## config.mk

```make
export PLATFORM = sky130hd
export DESIGN_NAME = fetch_unit
export DESIGN_NICKNAME = d
export VERILOG_FILES = /design/src/rtl/fetch_unit.sv
export SDC_FILE = /design/constraint.sdc
export NUM_CORES = 1
export LEC_CHECK = 0
export ABC_AREA = 1
export BUFFER_PORTS_ARGS = -buffer_cell sky130_fd_sc_hd__buf_2
export CORE_UTILIZATION = 50
export DETAILED_ROUTE_END_ITERATION = 8
export HOLD_SLACK_MARGIN = 0.12
export PLACE_DENSITY = 0.83
export SYNTH_ARGS = -nofsm -noshare
export SYNTH_HDL_FRONTEND = slang
export SYNTH_SLANG_ARGS = --single-unit
export TNS_END_PERCENT = 5
```

## constraint.sdc

```tcl
create_clock -name clk -period 8 [get_ports clk]
set_clock_uncertainty 0.15 [all_clocks]
set_input_delay 0.4 -clock clk [delete_from_list [all_inputs] [get_ports clk]]
set_output_delay 0.4 -clock clk [all_outputs]
set_load 0.05 [all_outputs]
```

## src/rtl/fetch_unit.sv

```systemverilog
// fetch_unit: instruction-fetch stage feeding the single-cycle control decoder.
// Holds the PC, runs a request/ready handshake with instruction memory, keeps
// the fetched word stable while it executes, and selects the next PC from
// the decoder's branch/jump controls.
// Optional feature macro: FETCH_MISALIGN_TRAP_EN. When defined, a redirect to
// a target with nonzero low bits parks the unit in FAULT until reset. When
// undefined, the low two target bits are cleared and fetch continues.
module fetch_unit #(
    parameter logic [31:0] RESET_PC = 32'h0000_0000,
    parameter logic [31:0] NOP_WORD = 32'h0000_0000
) (
    input  logic        clk,
    input  logic        rst_n,
    output logic        imem_req,
    output logic [31:0] imem_addr,
    input  logic [31:0] imem_rdata,
    input  logic        imem_ready,
    output logic [31:0] instruction,
    output logic        instr_valid,
    output logic [31:0] pc,
    output logic [31:0] pc_plus4,
    input  logic        advance,
    input  logic        is_jump,
    input  logic        zero_branch,
    input  logic        need_zero,
    input  logic        alu_zero,
    input  logic        status_branch,
    input  logic        need_st_Z,
    input  logic        st_Z,
    input  logic [1:0]  pc_select,
    input  logic [31:0] reg_target,
    output logic        fault
);

    typedef enum logic [1:0] {
        IDLE  = 2'b00,
        FETCH = 2'b01,
        HOLD  = 2'b10
`ifdef FETCH_MISALIGN_TRAP_EN
        , FAULT = 2'b11
`endif
    } state_t;

    state_t      state_r;
    state_t      state_s;
    logic [31:0] pc_r;
    logic [31:0] pc_s;
    logic [31:0] instr_r;
    logic [31:0] instr_s;
    logic        valid_r;
    logic        valid_s;
    logic [31:0] pc_plus4_s;
    logic [31:0] branch_off_s;
    logic        taken_s;
    logic [31:0] target_s;
`ifdef FETCH_MISALIGN_TRAP_EN
    logic        fault_r;
    logic        fault_s;
`endif

    assign pc_plus4_s   = pc_r + 32'd4;
    assign branch_off_s = {{14{instr_r[15]}}, instr_r[15:0], 2'b00};

    // The OR covers every priority case: any jump/branch source that fires
    // takes the same pc_select-chosen target, so is_jump simply wins.
    assign taken_s = is_jump
                   | (zero_branch   & (alu_zero == need_zero))
                   | (status_branch & (st_Z     == need_st_Z));

    // Redirect target, unaligned; alignment policy is applied at the HOLD exit.
    always_comb begin
        target_s = pc_plus4_s;
        if (taken_s) begin
            case (pc_select)
                2'b00:   target_s = pc_plus4_s;
                2'b01:   target_s = pc_plus4_s + branch_off_s;
                2'b10:   target_s = {pc_plus4_s[31:28], instr_r[25:0], 2'b00};
                2'b11:   target_s = reg_target;
                default: target_s = pc_plus4_s;
            endcase
        end else begin
            target_s = pc_plus4_s;
        end
    end

    // Next-state and next-register values for the fetch FSM.
    always_comb begin
        state_s = state_r;
        pc_s    = pc_r;
        instr_s = instr_r;
        valid_s = valid_r;
`ifdef FETCH_MISALIGN_TRAP_EN
        fault_s = fault_r;
`endif
        case (state_r)
            IDLE: begin
                state_s = FETCH;
                instr_s = NOP_WORD;
                valid_s = 1'b0;
            end
            FETCH: begin
                // advance is deliberately not looked at here
                if (imem_ready) begin
                    instr_s = imem_rdata;
                    valid_s = 1'b1;
                    state_s = HOLD;
                end else begin
                    instr_s = NOP_WORD;
                    valid_s = 1'b0;
                    state_s = FETCH;
                end
            end
            HOLD: begin
                if (advance) begin
                    instr_s = NOP_WORD;
                    valid_s = 1'b0;
`ifdef FETCH_MISALIGN_TRAP_EN
                    if (target_s[1:0] != 2'b00) begin
                        // pc keeps the faulting instruction's address
                        state_s = FAULT;
                        fault_s = 1'b1;
                    end else begin
                        pc_s    = target_s;
                        state_s = FETCH;
                    end
`else
                    pc_s    = target_s & 32'hFFFF_FFFC;
                    state_s = FETCH;
`endif
                end else begin
                    state_s = HOLD;
                end
            end
`ifdef FETCH_MISALIGN_TRAP_EN
            FAULT: begin
                state_s = FAULT;
                fault_s = 1'b1;
                valid_s = 1'b0;
                instr_s = NOP_WORD;
            end
`endif
            default: begin
                state_s = IDLE;
                valid_s = 1'b0;
                instr_s = NOP_WORD;
            end
        endcase
    end

    // State and datapath registers; reset abandons any access in flight.
    always_ff @(posedge clk or negedge rst_n) begin
        if (!rst_n) begin
            state_r <= IDLE;
            pc_r    <= RESET_PC;
            instr_r <= NOP_WORD;
            valid_r <= 1'b0;
`ifdef FETCH_MISALIGN_TRAP_EN
            fault_r <= 1'b0;
`endif
        end else begin
            state_r <= state_s;
            pc_r    <= pc_s;
            instr_r <= instr_s;
            valid_r <= valid_s;
`ifdef FETCH_MISALIGN_TRAP_EN
            fault_r <= fault_s;
`endif
        end
    end

    assign imem_req    = (state_r == FETCH);
    assign imem_addr   = pc_r;
    assign pc          = pc_r;
    assign pc_plus4    = pc_plus4_s;
    assign instruction = instr_r;
    assign instr_valid = valid_r;
`ifdef FETCH_MISALIGN_TRAP_EN
    assign fault       = fault_r;
`else
    assign fault       = 1'b0;
`endif

endmodule

```

==> results of run 1 <==
-- stage by stage --
step / cells / utilization, %
detailed placement: 1341 / 58.3
global placement: 1341 / 58.3
CTS: 1357 / 60.6
finish: 1357 / 60.6
global route: 1357 / 60.6
floorplan: 1030 / -
-- worst paths after layout --
kind / slack, ns / depth (start not counted) / to / start
min: 0.09 / 2 / imem_addr[28] / rst_n
max: 4.14 / 22 / imem_addr[25] / imem_addr[2]
min in group clk: 0.14 / 3 / instruction[11] / imem_rdata[11]
max reg2reg: 4.14 / 22 / imem_addr[25] / imem_addr[2]
min reg2reg: 0.33 / 2 / instr_valid / instr_valid
max in group asynchronous: 6.99 / 2 / instruction[2] / rst_n
-- cell families (layout without fill, tap and decap cells) --
family,after synthesis,after routing,share of synthesized area (%)
AO/OA/AOI/OAI,167,167,16.2
XOR/XNOR,23,23,3.11
adder cells (fa/ha/maj),35,35,6.88
buffers and inverters,223,378,15.1
flip-flops,65,65,25.1
other,1,7,0.0580
AND/OR/NAND/NOR,510,510,33.5
-- critical path, cell delays in order (launching register included) --
cell     delay (ns)
dfrtp_1        0.51
ha_1           0.28
nand3_2        0.17
inv_2          0.09
nand3_2        0.11
nor2_4         0.19
nand2_2        0.10
nor2_4         0.11
nand2_1        0.07
xor2_1         0.18
inv_1          0.12
ha_1           0.36
nand2_1        0.15
nor2_1         0.20
inv_1          0.09
nor2_1         0.18
nand4_1        0.18
nand3_1        0.11
nand2_1        0.05
nand3_1        0.15
nand2_1        0.09
nand2_1        0.07
nand2_1        0.05
-- sequential cells by signal, summed over array words and instances, names as in the netlist --
signal       flops
imem_addr       30
state_r          2
instr_valid      1
instruction     32
-- power by group through the flow --
stage               Combinational, mW  Clock (mW)  Sequential, mW
global route                     2.43       0.397           0.647
detailed placement               2.23           0           0.628
floorplan                        1.42           0           0.939
finish                           2.26       0.385           0.629
global placement                 2.21           0           0.625
CTS                              2.24       0.384           0.624
-- Yosys cell counts, drive strengths merged (2+ instances only) --
master,count
nor3,16
nor4,2
o211ai,6
a211oi,2
and3,2
nand3,64
nand2,324
or2,2
buf,40
o21ai,50
dfrtp,65
nand4,16
a21oi,62
nand3b,2
inv,158
o21bai,4
a221oi,12
nor2,81
o221ai,2
a32o,22
ha,34
xnor2,8
xor2,15
clkbuf,24
a21o,3
-- area by class of cell --
type                       count  area (µm²)
clock buffer                  13         260
clock inverter                 3        25.0
fill                        1257        4970
inverter                     159         597
multi-input combinational    742        3890
sequential                    65        1630
tap                          172         215
timing repair buffer         203        1030
-- layer usage --
layer  up-vias  routed length [µm]  global-route usage (%)
li1       3600                   -                       -
met1      3376                9760                    48.7
met2       453               10300                    55.8
met3        67                2460                    6.01
met4         0                1020                    17.4
met5         -                   0                       0
==> out/metrics.yaml, run 1 <==
syn-instance-count: 1024
drcViolationCount: 0
p_switching_mw: 2.09
synth_flop_cell: "dfrtp_1"
ys_ff_latch: 65
cts_buffers: 9
drt_iter0_drc: 852
syn_area_um2: 6470
die_h_um: 116
grt_pass1_vias: 6701
track_usage_pct: 36.0
clk_pin_slew_worst_paths_ns: 0.06
p_seq_share_pct: 19.2
cp.arrival_ns: 3.94
antenna_cells: 0
dieArea_um2: 13400
tightestPinTransition_ns: 1.20
routabilityCongestion: 0.945
ios: 208
wl_per_cell_um: 17.3
finalInstanceArea_um2: 7650
synth_top_area_share_pct: 25.1
root_buffer: "clkbuf_16"
grt_max_degree: 66
place_ws_ns: 4.24
switching_share_pct: 64.0
syn_avg_cell_area_um2: 6.32
run_status: "completed"
coreArea_um2: 12600
final_common_cell: "nand2_1"
ys_async_sr_fraction_pct: 100
area_growth_pct: 18.2
powerDensity_nw_per_um2: 428
vdd_drop_max_v: 0.000349
clock_path_buffers: 2
ctsHoldBuffers: 0
grt_pass1_wl_mm: 35.9
synth.distinct_cells: 42
drtAntennaViolNets: 0
hp-class: "in2async"
p_int_mw: 1.18
synth_area_leaders: "dfrtp_1 (25%), nand2_1 (19%), inv_1 (8.9%)"
cts_resized: 0
vias: 7496
wl_mm: 23.5
fin_tns_setup_ns: 0
crit_type: "reg2reg"
die_x_um: 116
setup_viol: 0
io_buffers: 198
fmax_mhz: 259
h-tree-depth: 3
power_frac_clock_pct: 11.8
place_area_um2: 7360
max_slew_margin_pct: 20.1
ys_seq_area_share_pct: 25.1
grt-ovfl-total: 0
via_per_inst: 5.52
power_mw: 3.27
cp_max_fo: 7
period_needed_ns: 3.86
cts.sinks: 65
synth.largest_area_cell: "dfrtp_1"
clk_latency_ns: 0.34
hpwlAfterDp_mm: 18.4
nets: 1292
fin_ws_ns: 4.14
initial_core_util_pct: 51.3
power.share.combinational_pct: 69.0
antenna_found_initial: 0
rsz0062_at_grt: "false"
hold_violations: 0
cp.required_ns: 8.09
core.rowCount: 41
startpoint_type: "flip-flop"
critPathCaptureType: "flip-flop"
fin_crit_sh_pct: 48.2
drt-pass1-iter-count: 5
holdWs_ns: 0.0932
synth_edf_count: 0
cts_tree: "built"
final_cell_mix: "nand2_1 (320), buf_2 (198), inv_1 (154)"
maxSlewViolCount: 0
yosys_warnings: 0
p_leak_nw: 4.36
post_cts_buffers: 0
final_layout_size_suffix_gt1_share_pct: 20.7
cap_violations: 0
Power figures use the tool's default switching activity.
==> run 2: changes to the inputs <==
--- a/config.mk
+++ b/config.mk
@@ -5,12 +5,12 @@
 export SDC_FILE = /design/constraint.sdc
 export NUM_CORES = 1
 export LEC_CHECK = 0
-export ABC_AREA = 1
+export ABC_AREA = 0
 export BUFFER_PORTS_ARGS = -buffer_cell sky130_fd_sc_hd__buf_2
-export CORE_UTILIZATION = 50
+export CORE_UTILIZATION = 46
 export DETAILED_ROUTE_END_ITERATION = 8
 export HOLD_SLACK_MARGIN = 0.12
-export PLACE_DENSITY = 0.83
+export PLACE_DENSITY = 0.82
 export SYNTH_ARGS = -nofsm -noshare
 export SYNTH_HDL_FRONTEND = slang
 export SYNTH_SLANG_ARGS = --single-unit
==> constraint.sdc (replaced) <==
create_clock -name clk -period 3.4 [get_ports clk]
set_clock_uncertainty 0.15 [all_clocks]
set_input_delay 0.17 -clock clk [delete_from_list [all_inputs] [get_ports clk]]
set_output_delay 0.17 -clock clk [all_outputs]
set_load 0.05 [all_outputs]
==> run 2 against run 1 <==
Against the previous run: the flow now finishes with violations (setup timing); synthesized cell count fell by 34%; power rose to 2.9 times the previous value; first-iteration DRC count rose by 5.2%; critical path type unchanged.
==> out/metrics.yaml, run 2 <==
hold_violations: 0  # unchanged
reg2reg_depth: 19  # -14%
drcViolationCount: 0  # unchanged
p_switching_mw: 5.34  # +160%
period_needed_ns: 3.93  # +0.0739 ns
cts_buffers: 9  # unchanged
core.rowCount: 40  # -2.4%
endpoint: "imem_addr[29]"
violations: "setup timing"
vias: 7126  # -4.9%
dieArea_um2: 12800  # -4.4%
die_h_um: 113  # -2.2%
via_per_inst: 6.16  # +12%
yosys_warnings: 0  # unchanged
path_cells: "ha_4, and3_4, nand4b_1, nor2_2, buf_4, buf_4, buf_4, buf_4, nand2_1, xnor2_2, ha_1, a21oi_1, nand4b_1, buf_4, buf_4, a31oi_2, o21bai_1, xnor2_1, o221ai_1"
track_usage_pct: 33.9  # -2.0 points
cp.arrival_ns: 3.97  # +0.03 ns
final_cell_mix: "buf_2 (198), buf_4 (144), nand2_1 (67)"
fillers: 828  # -34%
cts.sinks: 65  # unchanged
switching_share_pct: 56.6  # -7.4 points
vdd_drop_max_v: 0.000582  # +67%
place_ws_ns: -0.301  # -4.54 ns
h-tree-depth: 3  # unchanged
io_buffers: 198  # unchanged
rr_startpoint: "imem_addr[2]"
drtAntennaViolNets: 0  # unchanged
ios: 208  # unchanged
initial_core_util_pct: 47.3  # -3.9 points
largest_reg_flops: 32  # unchanged
synth_area_leaders: "dfrtp_1 (29%), ha_1 (7.5%), xnor2_1 (5.7%)"
area_growth_pct: 53.0
p_int_mw: 4.11  # +250%
syn_area_um2: 5680  # -12%
drt_iter0_drc: 896  # +5.2%
max_slew_margin_pct: 45.9  # +26 points
nets: 1116  # -14%
crit_type: "reg2reg"
maxSlewViolCount: 0  # unchanged
fin_ws_ns: -0.530  # -4.67 ns
crit_start: "imem_addr[2]"
setup_viol: 16  # +16
syn_avg_cell_area_um2: 8.41  # +33%
final_util_pct: 72.4  # +12 points
synth_top_area_share_pct: 28.6  # +3.5 points
ys_ff_latch: 65  # unchanged
finalInstanceArea_um2: 8700  # +14%
wl_mm: 23.2  # -1.2%
antenna_cells: 0  # unchanged
grt_max_degree: 40  # -39%
ys_seq_area_share_pct: 28.6  # +3.5 points
coreArea_um2: 12000  # -4.8%
powerDensity_nw_per_um2: 1090  # +150%
grt_pass1_vias: 6401  # -4.5%
root_buffer: "clkbuf_16"
power_frac_clock_pct: 10.8  # -1.0 points
startpoint_type: "flip-flop"
fin_crit_sh_pct: 116  # +67 points
power.share.combinational_pct: 74.8  # +5.8 points
clock_path_buffers: 2  # unchanged
synth.distinct_cells: 63  # +50%
tightestPinTransition_ns: 0.812  # -0.384 ns
run_status: "finished, violations left"
regToRegSetupSlack_ns: -0.53  # -4.67 ns
hpwlAfterDp_mm: 15.3  # -17%
worst_path_max_delay_cell: "dfrtp_2"
ys_async_sr_fraction_pct: 100  # unchanged
wl_per_cell_um: 20.1  # +16%
p_seq_share_pct: 14.4  # -4.8 points
clk_pin_slew_worst_paths_ns: 0.06  # about the same
synth_most_common_cell: "nand2_1"
p_leak_nw: 4.45  # +2.0%
power_mw: 9.45  # +190%
place_area_um2: 7680  # +4.3%
routabilityCongestion: 0.963  # +1.9%
cts_tree: "built"
synth_edf_count: 0  # unchanged
hp-class: "in2reg"
rsz0062_at_grt: "true"
final_layout_size_suffix_gt1_share_pct: 44.6  # +24 points
grt_pass1_wl_mm: 33.5  # -6.7%
r2r-end: "imem_addr[29]"
synth_flop_cell: "dfrtp_1"
fmax_mhz: 254  # -1.9%
cp.required_ns: 3.44  # -4.65 ns
die_x_um: 113  # -2.2%
grt-ovfl-total: 0  # unchanged
cp_slowest_stage_delay_ns: 0.40  # -0.11 ns
crit_top_cell: "buf_4"
synth_common_cells: "nand2_1 (68), dfrtp_1 (65), o21ai_0 (46)"
synth.largest_area_cell: "dfrtp_1"
fin_tns_setup_ns: -5.58  # -5.58 ns
syn-instance-count: 676  # -34%
cp_max_fo: 5  # -2
antenna_found_initial: 0  # unchanged
cap_violations: 0  # unchanged
clk_latency_ns: 0.34  # about the same
critPathCaptureType: "flip-flop"
final_common_cell: "buf_2"
drt-pass1-iter-count: 6  # +1
[run 2: cell count changes in the layout (fill, tap and decap cells not counted), sizes merged, moves of 11 or more]
cell,previous run,this run
a31oi,1,14
buf,203,344
a21o,3,17
xnor2,8,38
a32o,22,0
inv,158,13
nand2,324,68
mux2i,0,15
o22ai,1,12
a21oi,62,43
a22o,0,32
nand3,64,21
dlygate4sd3,0,37
nor2,81,42
[run 2: worst min path at each step]
stage | cells past startpoint | endpoint | start | slack, ns
floorplan | 0 | imem_addr[10] | rst_n | -0.28
global placement | 1 | imem_addr[7] | rst_n | -0.008
detailed placement | 1 | imem_addr[7] | rst_n | -0.01
CTS | 5 | imem_addr[29] | reg_target[29] | 0.14
global route | 4 | imem_addr[23] | reg_target[23] | 0.17
finish | 5 | imem_addr[29] | reg_target[29] | 0.15
[run 2: worst max-delay path, delay by kind of cell, from the launching register on]
| kind | cells | cell delay (ns) |
|---|---|---|
| compound gates | 4 | 0.72 |
| xor+xnor | 2 | 0.40 |
| fa+ha+maj | 2 | 0.47 |
| buf+inv | 6 | 0.72 |
| flops | 1 | 0.40 |
| simple gates | 5 | 0.89 |
[run 2: power by group through the flow]
stage	clock, mW	combinational, mW	sequential (mW)
5_1_grt	1.06	7.37	1.39
4_1_cts	1.01	6.76	1.33
2_1_floorplan	0	3.72	2.33
3_5_place_dp	0	6.51	1.34
3_3_place_gp	0	6.43	1.33
6_report	1.02	7.07	1.36
[run 2: what timing repair did]
item / CTS / global route
hold buffers: 37 / 0
pin swaps: 21 / 18
resized for setup: 23 / 26
buffers inserted: 13 / 5
hold endpoints to repair: 95 / 0
setup endpoints to repair: 19 / 23
[run 2: final cells by class]
type	count	area, µm²	share of cell area, %
multi-input combinational	534	4030	46.3
timing repair buffer	381	2470	28.4
sequential	65	1640	18.9
clock buffer	9	225	2.59
tap	147	184	2.11
clock inverter	7	95.1	1.09
inverter	13	48.8	0.561
[run 2: routing by layer]
layer	wire length (µm)	global-route usage (%)	vias to the layer above
met5	0	0	-
met4	1290	13.4	0
met3	2480	6.48	132
met2	10700	55.6	577
met1	8760	44.3	3313
li1	-	-	3104
[run 2: metrics by stage]
stage	std cells	hold slack (ns)
2_1_floorplan	682	-0.276
3_3_place_gp	1085	-0.00794
3_5_place_dp	1085	-0.0106
4_1_cts	1151	0.138
5_1_grt	1156	0.174
6_report	1156	0.147
[run 2: kinds of logic (layout without fill, tap and decap cells)]
family                   count (synthesis)  in the layout  synth area share (%)
AO/OA/AOI/OAI                          219            219                  25.8
AND/OR/NAND/NOR                        198            198                  17.0
buffers and inverters                   83            410                  8.21
flip-flops                              65             65                  28.6
XOR/XNOR                                53             53                  8.50
adder cells (fa/ha/maj)                 35             35                  7.84
multiplexers                            22             22                  4.03
other                                    1              7                0.0660
==> run 3: changes to the inputs <==
--- a/config.mk
+++ b/config.mk
@@ -7,10 +7,10 @@
 export LEC_CHECK = 0
 export ABC_AREA = 0
 export BUFFER_PORTS_ARGS = -buffer_cell sky130_fd_sc_hd__buf_2
-export CORE_UTILIZATION = 46
+export CORE_UTILIZATION = 50
 export DETAILED_ROUTE_END_ITERATION = 8
 export HOLD_SLACK_MARGIN = 0.12
-export PLACE_DENSITY = 0.82
+export PLACE_DENSITY = 0.85
 export SYNTH_ARGS = -nofsm -noshare
 export SYNTH_HDL_FRONTEND = slang
 export SYNTH_SLANG_ARGS = --single-unit
==> constraint.sdc (replaced) <==
create_clock -name clk -period 4.3 [get_ports clk]
set_clock_uncertainty 0.15 [all_clocks]
set_input_delay 0.215 -clock clk [delete_from_list [all_inputs] [get_ports clk]]
set_output_delay 0.215 -clock clk [all_outputs]
set_load 0.05 [all_outputs]
==> run 3 against run 2 <==
Against the previous run: the run now ends clean; hold slack got worse by 0.028 ns; die area is 7.9% lower; maximum frequency fell by 3.1%; core utilization decreased by 4.5 points; largest power group unchanged; sequential share of layout area is 3.2 points higher; critical endpoint is now imem_addr[31]; sequential power fell by 12%; clock power decreased by 32%; clock-buffer cell count increased by 2; register-to-register slack improved by 0.77 ns.
==> out/metrics.yaml, run 3 (synthesis results as in run 2) <==
critPathCaptureType: "flip-flop"
grt-ovfl-total: 0  # unchanged
fin_crit_sh_pct: 94.3  # -21 points
period_needed_ns: 4.06  # +0.126 ns
p_leak_nw: 3.74  # -16%
via_per_inst: 5.94  # -3.6%
final_util_pct: 67.9  # -4.5 points
rsz0062_at_grt: "false"
initial_core_util_pct: 52.0  # +4.7 points
final_cell_mix: "buf_2 (198), nand2_1 (68), dfrtp_1 (56)"
vdd_drop_max_v: 0.000571  # -1.9%
powerDensity_nw_per_um2: 850  # -22%
setup_viol: 0  # -16
hp-class: "in2reg"
grt_pass1_vias: 5691  # -11%
coreArea_um2: 10900  # -9.0%
cp.arrival_ns: 4.12  # +0.15 ns
maxSlewViolCount: 0  # unchanged
antenna_found_initial: 1  # +1
nets: 985  # -12%
drcViolationCount: 0  # unchanged
ios: 208  # unchanged
die_x_um: 109  # -4.0%
drt-pass1-iter-count: 5  # -1
post_cts_buffers: 0  # -13
h-tree-depth: 3  # unchanged
layoutNonFillerInstCount: 1019  # -12%
cp.required_ns: 4.36  # +0.92 ns
die_h_um: 109  # -4.0%
final_layout_size_suffix_gt1_share_pct: 32.1  # -12 points
fmax_mhz: 247  # -3.1%
vias: 6056  # -15%
wl_per_cell_um: 18.1  # -10%
cap_violations: 0  # unchanged
wl_mm: 18.4  # -21%
io_buffers: 198  # unchanged
cts.sinks: 65  # unchanged
cts_buffers: 9  # unchanged
dieArea_um2: 11800  # -7.9%
drt_iter0_drc: 600  # -33%
root_buffer: "clkbuf_16"
hold_violations: 0  # unchanged
clock_path_buffers: 2  # unchanged
cp_max_fo: 5  # unchanged
max_slew_margin_pct: 22.9  # -23 points
hpwlAfterDp_mm: 13.3  # -13%
track_usage_pct: 31.8  # -2.1 points
final_common_cell: "buf_2"
fillers: 883  # +6.6%
cts_tree: "built"
dp.cells: 966  # -11%
fin_tns_setup_ns: 0  # +5.58 ns
routabilityCongestion: 0.965  # +0.27%
area_growth_pct: 30.6
clk_latency_ns: 0.33  # about the same
clk_pin_slew_worst_paths_ns: 0.06  # about the same
run_status: "completed"
crit_type: "reg2reg"
startpoint_type: "flip-flop"
core.rowCount: 38  # -5.0%
largest_reg_flops: 32  # unchanged
tightestPinTransition_ns: 1.16  # +0.344 ns
grt_pass1_wl_mm: 28.7  # -14%
drtAntennaViolNets: 0  # unchanged
grt_max_degree: 40  # unchanged
[run 3: cell count changes in the layout (fill, tap and decap cells not counted), moves of 3 or more]
cell	change
buf_4	-128
o21ai_0	+8
o21ai_1	-7
nor2_1	+5
a21boi_0	+3
a21oi_1	+3
a21oi_2	-3
dfrtp_1	+3
dfrtp_2	-3
ha_1	+3
nor2_2	-3
nor3_1	+3
nor3_2	-3
[run 3: area by class of cell]
cell class / instances / area (µm²) / share of cell area (%)
Timing Repair Buffer: 250 / 1470 / 19.8
Tap cell: 140 / 175 / 2.36
Clock inverter: 5 / 31.3 / 0.422
Inverter: 13 / 48.8 / 0.658
Clock buffer: 11 / 243 / 3.27
Multi-Input combinational cell: 534 / 3810 / 51.4
Sequential cell: 65 / 1640 / 22.1
Antenna cell: 1 / 2.50 / 0.0337
[run 3: worst max-delay path, stage by stage, from the launching register on]
cell,delay (ns)
dfrtp_2,0.41
ha_4,0.17
and3_2,0.21
nand4b_1,0.17
nor2_1,0.20
nand4_1,0.29
xnor2_4,0.28
ha_4,0.24
a21o_1,0.18
a21o_1,0.18
a21oi_1,0.21
a21boi_0,0.23
a31oi_1,0.10
a31o_2,0.30
a311oi_2,0.31
mux2i_1,0.22
a21oi_1,0.08
[run 3: through the flow]
step / hold slack [ns] / power (mW) / cell area (µm²) / setup slack, ns
floorplan: -0.231 / 4.74 / 5900 / 0.00752
global placement: 0.169 / 5.45 / 6780 / 0.311
detailed placement: 0.175 / 5.51 / 6780 / 0.303
CTS: 0.121 / 6.25 / 7410 / 0.241
global route: 0.176 / 6.66 / 7420 / 0.0300
finish: 0.119 / 6.31 / 7420 / 0.244
[run 3: power by group]
part           internal [mW]  switching (mW)
sequential             0.829           0.374
combinational           1.27            3.14
clock                  0.404           0.289
[run 3: per-layer routing]
metal  up-vias  part of all wire (%)  track usage [%]
li1       2833                     -                -
met1      2836                    43             43.9
met2       342                    46             49.5
met3        45                   8.8             5.20
met4         0                   2.8             13.1
met5         -                     0                0
[run 3: final timing paths]
path,end,slack [ns],cells past startpoint,startpoint
worst max-delay path,imem_addr[31],0.24,16,imem_addr[2]
min in group asynchronous,imem_addr[22],0.34,2,rst_n
max in group asynchronous,instruction[2],2.72,3,rst_n
worst max register to register,imem_addr[31],0.24,16,imem_addr[2]
worst min-delay path,imem_addr[25],0.12,5,reg_target[25]
worst min register to register,instr_valid,0.33,1,instr_valid
[run 3: what timing repair did]
| item | 4_1_cts | 5_1_grt |
|---|---|---|
| hold buffers | 36 | 0 |
| setup endpoints to repair | 0 | 1 |
| gates resized for setup | 0 | 1 |
| hold endpoints to repair | 64 | 0 |
